==> config.mk <==
export PLATFORM = sky130hd
export DESIGN_NAME = uart_tx_fifo_flat
export DESIGN_NICKNAME = d
export VERILOG_FILES = /design/src/rtl/uart_tx_fifo_if.sv /design/src/rtl/uart_tx_fifo.sv /design/src/flat_wrapper.sv
export SDC_FILE = /design/constraint.sdc
export NUM_CORES = 1
export LEC_CHECK = 0
export ABC_CLOCK_PERIOD_IN_PS = 2800
export BUFFER_PORTS_ARGS = -buffer_cell sky130_fd_sc_hd__buf_2
export CORE_MARGIN = 2
export CORE_UTILIZATION = 40
export CTS_CLUSTER_SIZE = 25
export DETAILED_ROUTE_END_ITERATION = 6
export PLACE_DENSITY = 0.58
export SLEW_MARGIN = 10
export SYNTH_ARGS = -nofsm -noshare
export SYNTH_HDL_FRONTEND = slang
export SYNTH_SLANG_ARGS = --single-unit
==> constraint.sdc <==
create_clock -name clk -period 2.8 [get_ports clk]
set_input_delay 0 -clock clk [delete_from_list [all_inputs] [get_ports clk]]
set_output_delay 0 -clock clk [all_outputs]
set_load 0.05 [all_outputs]
==> src/rtl/uart_tx_fifo_if.sv <==
// -----------------------------------------------------------------------------
// uart_tx_fifo_if
//
// Purpose:
//   Groups the CPU-side write port and the status/serial outputs of
//   uart_tx_fifo into a single bundle.
//
// Handshake:
//   wr_en/wr_data form a fire-and-forget write strobe.  A byte is taken when
//   wr_en=1 and full=0 at a rising clock edge.  When full=1 the byte is
//   dropped.  full is registered, so a writer may look at full in the same
//   cycle it raises wr_en with no combinational loop.
//
// Signals:
//   wr_en    master->slave  byte write strobe
//   wr_data  master->slave  byte to enqueue, sampled when wr_en=1
//   full     slave->master  FIFO holds FIFO_DEPTH bytes
//   level    slave->master  bytes queued, not counting the one being shifted
//   busy     slave->master  a frame is in progress or bytes are queued
//   tx       slave->master  serial line, idle high
//
// Modports:
//   master  the writer (CPU decode / testbench)
//   slave   the transmitter (uart_tx_fifo)
// -----------------------------------------------------------------------------
interface uart_tx_fifo_if #(
   parameter int FIFO_DEPTH = 4
);
   localparam int LW = $clog2(FIFO_DEPTH) + 1;

   logic          wr_en;
   logic [7:0]    wr_data;
   logic          full;
   logic [LW-1:0] level;
   logic          busy;
   logic          tx;

   modport master (
      output wr_en,
      output wr_data,
      input  full,
      input  level,
      input  busy,
      input  tx
   );

   modport slave (
      input  wr_en,
      input  wr_data,
      output full,
      output level,
      output busy,
      output tx
   );
endinterface

==> src/rtl/uart_tx_fifo.sv <==
// -----------------------------------------------------------------------------
// uart_tx_fifo
//
// Purpose:
//   8N1 UART transmitter fed by a small byte FIFO.  The CPU writes bytes with
//   a single-cycle strobe; the transmitter drains the FIFO one frame at a time
//   (start bit, 8 data bits LSB first, stop bit), each bit lasting exactly
//   CLKS_PER_BIT clock cycles.  Back-to-back frames are separated by a single
//   idle cycle, which is the cycle in which the next byte is popped.
//
// Parameters:
//   CLKS_PER_BIT  clock cycles per serial bit, >= 2
//   FIFO_DEPTH    byte entries in the FIFO, power of two, >= 2
//
// Ports:
//   clk        system clock, rising edge
//   rst        asynchronous, active-high reset; aborts any frame and flushes
//              the FIFO
//   bus        uart_tx_fifo_if.slave: wr_en, wr_data, full, level, busy, tx
//   dbg_state  current FSM state (IDLE=0, START=1, DATA=2, STOP=3)
// -----------------------------------------------------------------------------
module uart_tx_fifo #(
   parameter int CLKS_PER_BIT = 217,
   parameter int FIFO_DEPTH   = 4
) (
   input  logic           clk,
   input  logic           rst,
   uart_tx_fifo_if.slave  bus,
   output logic [1:0]     dbg_state
);

   localparam int PW = $clog2(FIFO_DEPTH);
   localparam int LW = PW + 1;
   localparam int CW = $clog2(CLKS_PER_BIT);

   localparam logic [CW-1:0] BAUD_LAST = CW'(CLKS_PER_BIT - 1);
   localparam logic [LW-1:0] LVL_FULL  = LW'(FIFO_DEPTH);

   localparam logic [1:0] IDLE  = 2'd0;
   localparam logic [1:0] START = 2'd1;
   localparam logic [1:0] DATA  = 2'd2;
   localparam logic [1:0] STOP  = 2'd3;

   // ---------------------------------------------------------------------------
   // Storage and bookkeeping
   // ---------------------------------------------------------------------------
   logic [7:0]    mem [FIFO_DEPTH];
   logic [PW-1:0] head;
   logic [PW-1:0] tail;
   logic [LW-1:0] level_r;
   logic          full_r;

   logic [1:0]    state;
   logic [CW-1:0] baud_cnt;
   logic [2:0]    bit_idx;
   logic [7:0]    shreg;
   logic          tx_r;

   logic          wr_accept;
   logic          pop;
   logic          baud_done;

   // full comes from the registered level only, so a write in the same
   // cycle as a pop is still dropped when the FIFO was full at the start of
   // the cycle.
   assign full_r    = (level_r == LVL_FULL);
   assign wr_accept = bus.wr_en && !full_r && !rst;

   // The transmitter only pops from IDLE; this is also the single idle
   // cycle between consecutive frames.
   assign pop       = (state == IDLE) && (level_r != '0);

   assign baud_done = (baud_cnt == BAUD_LAST);

   // ---------------------------------------------------------------------------
   // FIFO data array.  Contents need no reset: the pointers and level decide
   // what is valid.
   // ---------------------------------------------------------------------------
   always_ff @(posedge clk) begin
      if (wr_accept) begin
         mem[tail] <= bus.wr_data;
      end
   end

   // ---------------------------------------------------------------------------
   // Tail pointer and level.  Pointers wrap naturally because FIFO_DEPTH is
   // a power of two.  A simultaneous write and pop leaves level unchanged.
   // ---------------------------------------------------------------------------
   always_ff @(posedge clk or posedge rst) begin
      if (rst) begin
         tail    <= '0;
         level_r <= '0;
      end else begin
         if (wr_accept) begin
            tail <= tail + 1'b1;
         end
         case ({wr_accept, pop})
            2'b10:   level_r <= level_r + 1'b1;
            2'b01:   level_r <= level_r - 1'b1;
            default: level_r <= level_r;
         endcase
      end
   end

   // ---------------------------------------------------------------------------
   // Transmit FSM.
   //
   // tx is registered and is loaded with the line value of the state being
   // entered, so the line changes on the same edge as the state.  The baud
   // counter is cleared on every state entry and on every bit boundary,
   // making each bit exactly CLKS_PER_BIT cycles and each frame exactly
   // 10*CLKS_PER_BIT cycles.
   // ---------------------------------------------------------------------------
   always_ff @(posedge clk or posedge rst) begin
      if (rst) begin
         state    <= IDLE;
         head     <= '0;
         baud_cnt <= '0;
         bit_idx  <= '0;
         shreg    <= '0;
         tx_r     <= 1'b1;
      end else begin
         case (state)
            IDLE: begin
               tx_r     <= 1'b1;
               baud_cnt <= '0;
               bit_idx  <= '0;
               if (pop) begin
                  shreg <= mem[head];
                  head  <= head + 1'b1;
                  state <= START;
                  tx_r  <= 1'b0;
               end
            end

            START: begin
               if (baud_done) begin
                  baud_cnt <= '0;
                  bit_idx  <= '0;
                  state    <= DATA;
                  tx_r     <= shreg[0];
               end else begin
                  baud_cnt <= baud_cnt + 1'b1;
               end
            end

            DATA: begin
               if (baud_done) begin
                  baud_cnt <= '0;
                  if (bit_idx == 3'd7) begin
                     state <= STOP;
                     tx_r  <= 1'b1;
                  end else begin
                     bit_idx <= bit_idx + 3'd1;
                     tx_r    <= shreg[bit_idx + 3'd1];
                  end
               end else begin
                  baud_cnt <= baud_cnt + 1'b1;
               end
            end

            STOP: begin
               tx_r <= 1'b1;
               if (baud_done) begin
                  baud_cnt <= '0;
                  state    <= IDLE;
               end else begin
                  baud_cnt <= baud_cnt + 1'b1;
               end
            end

            default: begin
               state    <= IDLE;
               baud_cnt <= '0;
               bit_idx  <= '0;
               tx_r     <= 1'b1;
            end
         endcase
      end
   end

   // ---------------------------------------------------------------------------
   // Outputs
   // ---------------------------------------------------------------------------
   assign bus.full   = full_r;
   assign bus.level  = level_r;
   assign bus.busy   = (state != IDLE) || (level_r != '0);
   assign bus.tx     = tx_r;
   assign dbg_state  = state;

endmodule
==> src/flat_wrapper.sv <==
// flat-port wrapper written by rule: the top's interface ports become plain ports
module uart_tx_fifo_flat 
#(
   parameter int CLKS_PER_BIT = 217,
   parameter int FIFO_DEPTH   = 4
)
  (clk, rst, dbg_state, bus_wr_en, bus_wr_data, bus_full, bus_level, bus_busy, bus_tx);
  uart_tx_fifo_if #(.FIFO_DEPTH(FIFO_DEPTH)) bus_i ();
  input  logic clk;
  input  logic rst;
  output logic [1:0] dbg_state;
  input wire logic [$bits(bus_i.wr_en)-1:0] bus_wr_en;
  input wire logic [$bits(bus_i.wr_data)-1:0] bus_wr_data;
  output wire logic [$bits(bus_i.full)-1:0] bus_full;
  output wire logic [$bits(bus_i.level)-1:0] bus_level;
  output wire logic [$bits(bus_i.busy)-1:0] bus_busy;
  output wire logic [$bits(bus_i.tx)-1:0] bus_tx;
  assign bus_i.wr_en = bus_wr_en;
  assign bus_i.wr_data = bus_wr_data;
  assign bus_full = bus_i.full;
  assign bus_level = bus_i.level;
  assign bus_busy = bus_i.busy;
  assign bus_tx = bus_i.tx;
  uart_tx_fifo #(.CLKS_PER_BIT(CLKS_PER_BIT), .FIFO_DEPTH(FIFO_DEPTH)) u_core (.clk(clk), .rst(rst), .bus(bus_i), .dbg_state(dbg_state));
endmodule
======== Word level (Yosys, flattened, before mapping) ========
Memory sizes are Yosys's and may differ from the RTL's. A register that Yosys moved wholly into a read port is not among the register bits.
Cells that the tools add are included.
operators by class
  add/subtract/negate cells ............... 6
  multiply operators ...................... 0
  divide/modulo/power cells ............... 0
  magnitude comparators ................... 1
  equality and inequality tests ........... 14
  shifts and indexed selects .............. 0
  muxes and demuxes ....................... 22
  bitwise operators ....................... 0
  reductions and logical operators ........ 16
operators with widths
  cell                   count
  $pmux W8 S2            1
  $mux W2                5
  $ne A2 B1 Y1 const B   5
  $mux W3                3
  $pmux W3 S3            1
  $add A8 B1 Y8 const B  1
  $eq A8 B8 Y1 const B   1
  $mux W8                1
  $pmux W2 S4            1
  $mux W1                7
  $add A3 B1 Y3 const B  2
  $eq A2 B2 Y1 const B   3
  $eq A3 B3 Y1 const B   2
  $pmux W3 S2            1
  $reduce_bool A3 Y1     2
  $reduce_and A5 Y1      1
  $add A2 B1 Y2 const B  2
  $eq A2 B1 Y1 const B   2
  $lt A3 B4 Y1 const B   1
  $pmux W1 S4            1
  $reduce_and A2 Y1      2
  $reduce_and A4 Y1      1
  $reduce_bool A2 Y1     2
  $bmux W1 S3            1
  7 further kinds        10
word-level totals
  bits in registers ....................... 21
  latch bits .............................. 0
  memory bits (writable) .................. 32
  memory bits (read-only) ................. 0
  bits of input ports ..................... 11
  output and inout port bits .............. 8
  word-level logic and storage cells ...... 67
  memories ................................ 1
memory list
  name        words  bits a word  read ports  clocked after memory_dff  write ports  line                RTL
  u_core.mem  4      8            1           1                         1            uart_tx_fifo.sv:47  logic [7:0] mem [FIFO_DEPTH];

======== Depth between registers and ports, before layout ========
  depth after elaboration ................. 6
  gate-level depth with buffers ........... 10
  depth with buffers taken out ............ 10

======== Worst setup path after synthesis ========
Ideal clock, no wire load.
  path type ............................... reg2reg
  start ................................... register u_core.state[0], in the netlist u_core.dbg_state[0]
  end ..................................... register u_core.level_r[2], in the netlist u_core.bus.level[2]
  library setup time ...................... 0.082 ns
  arrival ................................. 2.460 ns
  data required time ...................... 2.718 ns
  slack ................................... 0.258 ns
  stages on the path, launching flop included .. 11
  path buffers ............................ 0
  period minus slack after synthesis ...... 2.542 ns
  cell sequence ........................... dfrtp_1 -> inv_1 -> ha_1 -> or2b_2 -> inv_2 -> ha_1 -> inv_1 -> fa_1 -> xor2_1 -> nor2_1 -> xor2_1
between the ends
  word-level cells in the longest chain between the ends .. 4
  elaborated cells between the ends (all ways) .. 6
  those cells by class .................... eq/ne: 2; mux: 1; reduce/logical: 3
ends and longest elaborated chain
  element                                                   line                 RTL
  start, declared                                           uart_tx_fifo.sv:53   logic [1:0] state;
  start signal, assigned                                    uart_tx_fifo.sv:116  state <= IDLE;
  start signal, assigned                                    uart_tx_fifo.sv:131  state <= START;
  start signal, assigned                                    uart_tx_fifo.sv:140  state <= DATA;
  $logic_not A2 Y1 (*)                                      uart_tx_fifo.sv:71   assign pop = (state == IDLE) && (level_r != '0);
  $logic_and A1 B1 Y1 (*)                                   uart_tx_fifo.sv:71
  $eq A2 B1 Y1 / $eq A2 B2 Y1 (equally long branches)       uart_tx_fifo.sv:97   case ({wr_accept, pop})
  $pmux W3 S2 / $reduce_bool A2 Y1 (equally long branches)  n/a
  end signal, assigned                                      uart_tx_fifo.sv:98   2'b10: level_r <= level_r + 1'b1;
  end signal, assigned                                      uart_tx_fifo.sv:99   2'b01: level_r <= level_r - 1'b1;
  end signal, assigned                                      uart_tx_fifo.sv:100  default: level_r <= level_r;
  end, declared                                             uart_tx_fifo.sv:50   logic [LW-1:0] level_r;
Every way passes the cells marked *; elsewhere a longest branch is shown, timed or not.
A chain may end at the register's enable or synchronous reset.

======== Final worst setup path ========
  start ................................... register u_core.state[1], in the netlist u_core.dbg_state[1]
  end ..................................... register u_core.level_r[2], in the netlist u_core.bus.level[2]
The elaborated chain is that of the path after synthesis.

==> impl_results.md <==
* Antenna fix cells at 0
* Drt first-iter violations at 48
* Post-DRT Antenna Nets at 0
* Complex-gate fraction of the synthesized area at 0.04318
* Syn Nets at around 220
* Sequential-to-total area share from yosys stat at 0.6068
* Bufs on Longest Clock Path at 2
* Die height at 87.39 um
* Max Freq at ~0.4 GHz
* Register share of total power at 0.407
* Distinct cells, synth at 41
* Synthesized-area fraction occupied by and/or/nand/nor cells at 0.08997
* Final Hold Viols at 0
* Grt met2 use at 0.2238
* Largest net degree at the start of global routing at 24
* Fin crit period at about 2.5 ns
* CP Class: flop to flop
* Clk Latency, worst-skew pair at ~0.33 ns
* Most frequent cells in the layout: edfxtp_1, dfrtp_1, buf_2
* Vias in the first global route at 1639
* Core ar. at about 6800 um2
* Final setup violation count at 0
* Setup slack after layout at roughly 0.29 ns
* Initial antenna violation count at 0
* Max-Cap Viols at 0
* Synthesized area at around 2800 um2
* Internal power at 2.135 mW
* Die Footprint at ~7600 um2
* Gpl congestion at about 0.75
* Clk pin slew, worst setup/hold paths at 0.08 ns
* Final hold slack at around 0.11 ns
* Resized cells post-CTS at 0
* Met1 track demand over resource at 0.1791
* Outcome: finished, final reports clean
* Crit start category: flop
* Post-Synth XOR/XNOR Area at 0.03779
* Initial Util at 0.4117
* Final wirelength at roughly 4700 um
* Fillers at around 590
* # nets final at 250
* Most common cell after layout, fill and taps aside: edfxtp_1
* Cells after Synth at 189
* Final Skew at 0.008572 ns
* Setup_tns at 0 ns
* Power density cells at between 1000 and 1500 nW/um2
* Register bit count reported by yosys at 61
* Critical path arrival at ~2.8 ns
* CTS Buf Count at 9
* Combinational share of power at 0.358
* Clk sinks at just over 60
* Relative slew slack at 0.3947
* Tot GR Track Use at 0.1404
* PortBufs at 18
* Clk pwr share at 0.235
* Period utilisation layout at 0.8954
* Largest family of logic cells by synthesized area: multiplexers
* Sw Ratio at 0.3723
* CTS tree: yes
* First-pass GRT wire length at 7969 um
* Slew Viols, Final at 0
* Num rows at 30
* Synth warnings at 0
* GRT Max-Usage Layer: met2
* Synth-to-Final Area Change at 17.09%
* Vias at 1560
* Worst hold path class: primary input to flop
* Drt wl/cell at about 15 um
* Slew @ Worst Pin at around 0.91 ns
* Met3 global-route usage at 0.05213
* Vias/cell at just over 5
* Die Wd at roughly 87 um
* Syn Area/Cell at 14.72 um2
* DRT Pass-1 Iters at 4
* P_sw at 1.267 mW
* Share of layout cells above drive strength 1 at 0.2664
* Leakage at around 1.3 nW
* Peak VDD IR at 675.3 uV
* Root Buffer: clkbuf_8
* Adder-cell share of the synthesized area at 0.07018
* Htree depth at 3
* Crit path required time at about 3 ns
* Critical Path Fanout Max at 10
* DP Worst Slack at roughly 0.33 ns
* Mux cell area share after synthesis at 0.1278
* Worst setup EP type: flop
* Post-DP HPWL at 3182 um
* IO Count at 19
* Unrepaired setup endpoints after global routing: false
* DR DRC count at 0
* GRT overflow at 0
[critical path, stage by stage, from the launching register on]
cell	delay, ns
dfrtp_1	0.44
inv_1	0.13
ha_1	0.25
or2b_2	0.36
inv_2	0.19
ha_1	0.22
inv_1	0.06
fa_1	0.38
xor2_1	0.15
nor2_1	0.11
xor2_1	0.15
[stage by stage]
stage	power (mW)	instances	area, um2	util
after floorplan	2.339	189	2781	-
after global placement	2.597	284	2960	0.4381
after detailed placement	2.620	284	2960	0.4381
after CTS	3.449	309	3257	0.4820
after global routing	3.649	309	3257	0.4820
final	3.402	309	3257	0.4820
[state kept, by name, summed over array words and instances (netlist names)]
register,flops
u_core.bus.level,3
u_core.dbg_state,2
u_core.mem,32
u_core.bus.tx,1
u_core.tail,2
u_core.bit_idx,3
u_core.head,2
u_core.shreg,8
u_core.baud_cnt,8
[power by group through the flow]
stage,Combinational (mW),Clock (mW),Sequential [mW]
floorplan,0.887,0,1.45
global placement,1.19,0,1.40
detailed placement,1.21,0,1.41
CTS,1.23,0.826,1.39
global route,1.36,0.867,1.43
finish,1.22,0.800,1.39
[Yosys cell counts]
cell type / n / share of area
a211oi_1: 1 / 0.0027
a21oi_1: 3 / 0.0054
a311oi_1: 1 / 0.0031
a31o_2: 2 / 0.0063
a41oi_1: 1 / 0.0031
and2_1: 5 / 0.011
and3_1: 4 / 0.0090
and4_1: 1 / 0.0031
buf_1: 1 / 0.0013
buf_2: 3 / 0.0054
dfrtp_1: 28 / 0.25
dfstp_2: 1 / 0.0094
edfxtp_1: 32 / 0.35
fa_1: 1 / 0.0072
ha_1: 14 / 0.063
inv_1: 12 / 0.016
inv_2: 1 / 0.0013
mux2_2: 10 / 0.040
mux2i_1: 1 / 0.0036
mux4_1: 2 / 0.019
mux4_2: 8 / 0.065
nand2_1: 5 / 0.0067
nand3_1: 7 / 0.013
nand4_1: 2 / 0.0045
nor2_1: 12 / 0.016
nor2b_1: 1 / 0.0023
nor3_1: 3 / 0.0054
nor3b_1: 1 / 0.0027
nor3b_2: 1 / 0.0045
nor4b_1: 1 / 0.0031
o211ai_1: 1 / 0.0027
o21a_1: 2 / 0.0054
o21ai_0: 2 / 0.0036
o21ai_2: 1 / 0.0031
o22ai_1: 2 / 0.0045
o41ai_1: 1 / 0.0031
or2_2: 1 / 0.0023
or2b_2: 1 / 0.0031
or3b_1: 1 / 0.0031
xnor2_1: 5 / 0.016
xor2_1: 7 / 0.022
[worst paths after layout]
path                                     startpoint             endpoint  slack, ns  cells after the start
min in group asynchronous                       rst       u_core.tail[0]       0.43                      3
worst max-delay path            u_core.dbg_state[1]  u_core.bus.level[2]       0.29                     10
worst min-delay path                      bus_wr_en       u_core.tail[0]       0.11                      3
max in group asynchronous                       rst   u_core.baud_cnt[3]       1.74                      4
worst min register to register      u_core.shreg[2]      u_core.shreg[2]       0.51                      1
worst max register to register  u_core.dbg_state[1]  u_core.bus.level[2]       0.29                     10
[layer usage]
metal / up-vias / routed length (um) / part of all wire
met2: 19 / 2299 / 0.49
met3: 2 / 156 / 0.033
li1: 766 / - / -
met1: 773 / 2248 / 0.47
met5: - / 0 / 0
met4: 0 / 33 / 0.0070
[cell type report]
cell class	instances	area, um2	share of cell area
multi-input combinational	111	1026	0.3150
sequential	61	1688	0.5182
inverter	13	48.80	0.01498
clock inverter	7	82.58	0.02536
clock buffer	9	123.9	0.03803
tap	80	100.1	0.03073
timing repair buffer	28	187.7	0.05763
[logic make-up after synthesis]
group,after synthesis
and+or+nand+nor,46
AOI/OAI and AO/OA,17
muxes,21
adders and majority gates,15
xor gates and xnor gates,12
DFF,61
buffers and inverters,17
[timing repair]
| item | CTS | global route |
|---|---|---|
| buffers inserted | 0 | 0 |
| hold buffers | 9 | 0 |
| hold endpoints to repair | 54 | 0 |
No activity file was read; power rests on OpenSTA's default activity.
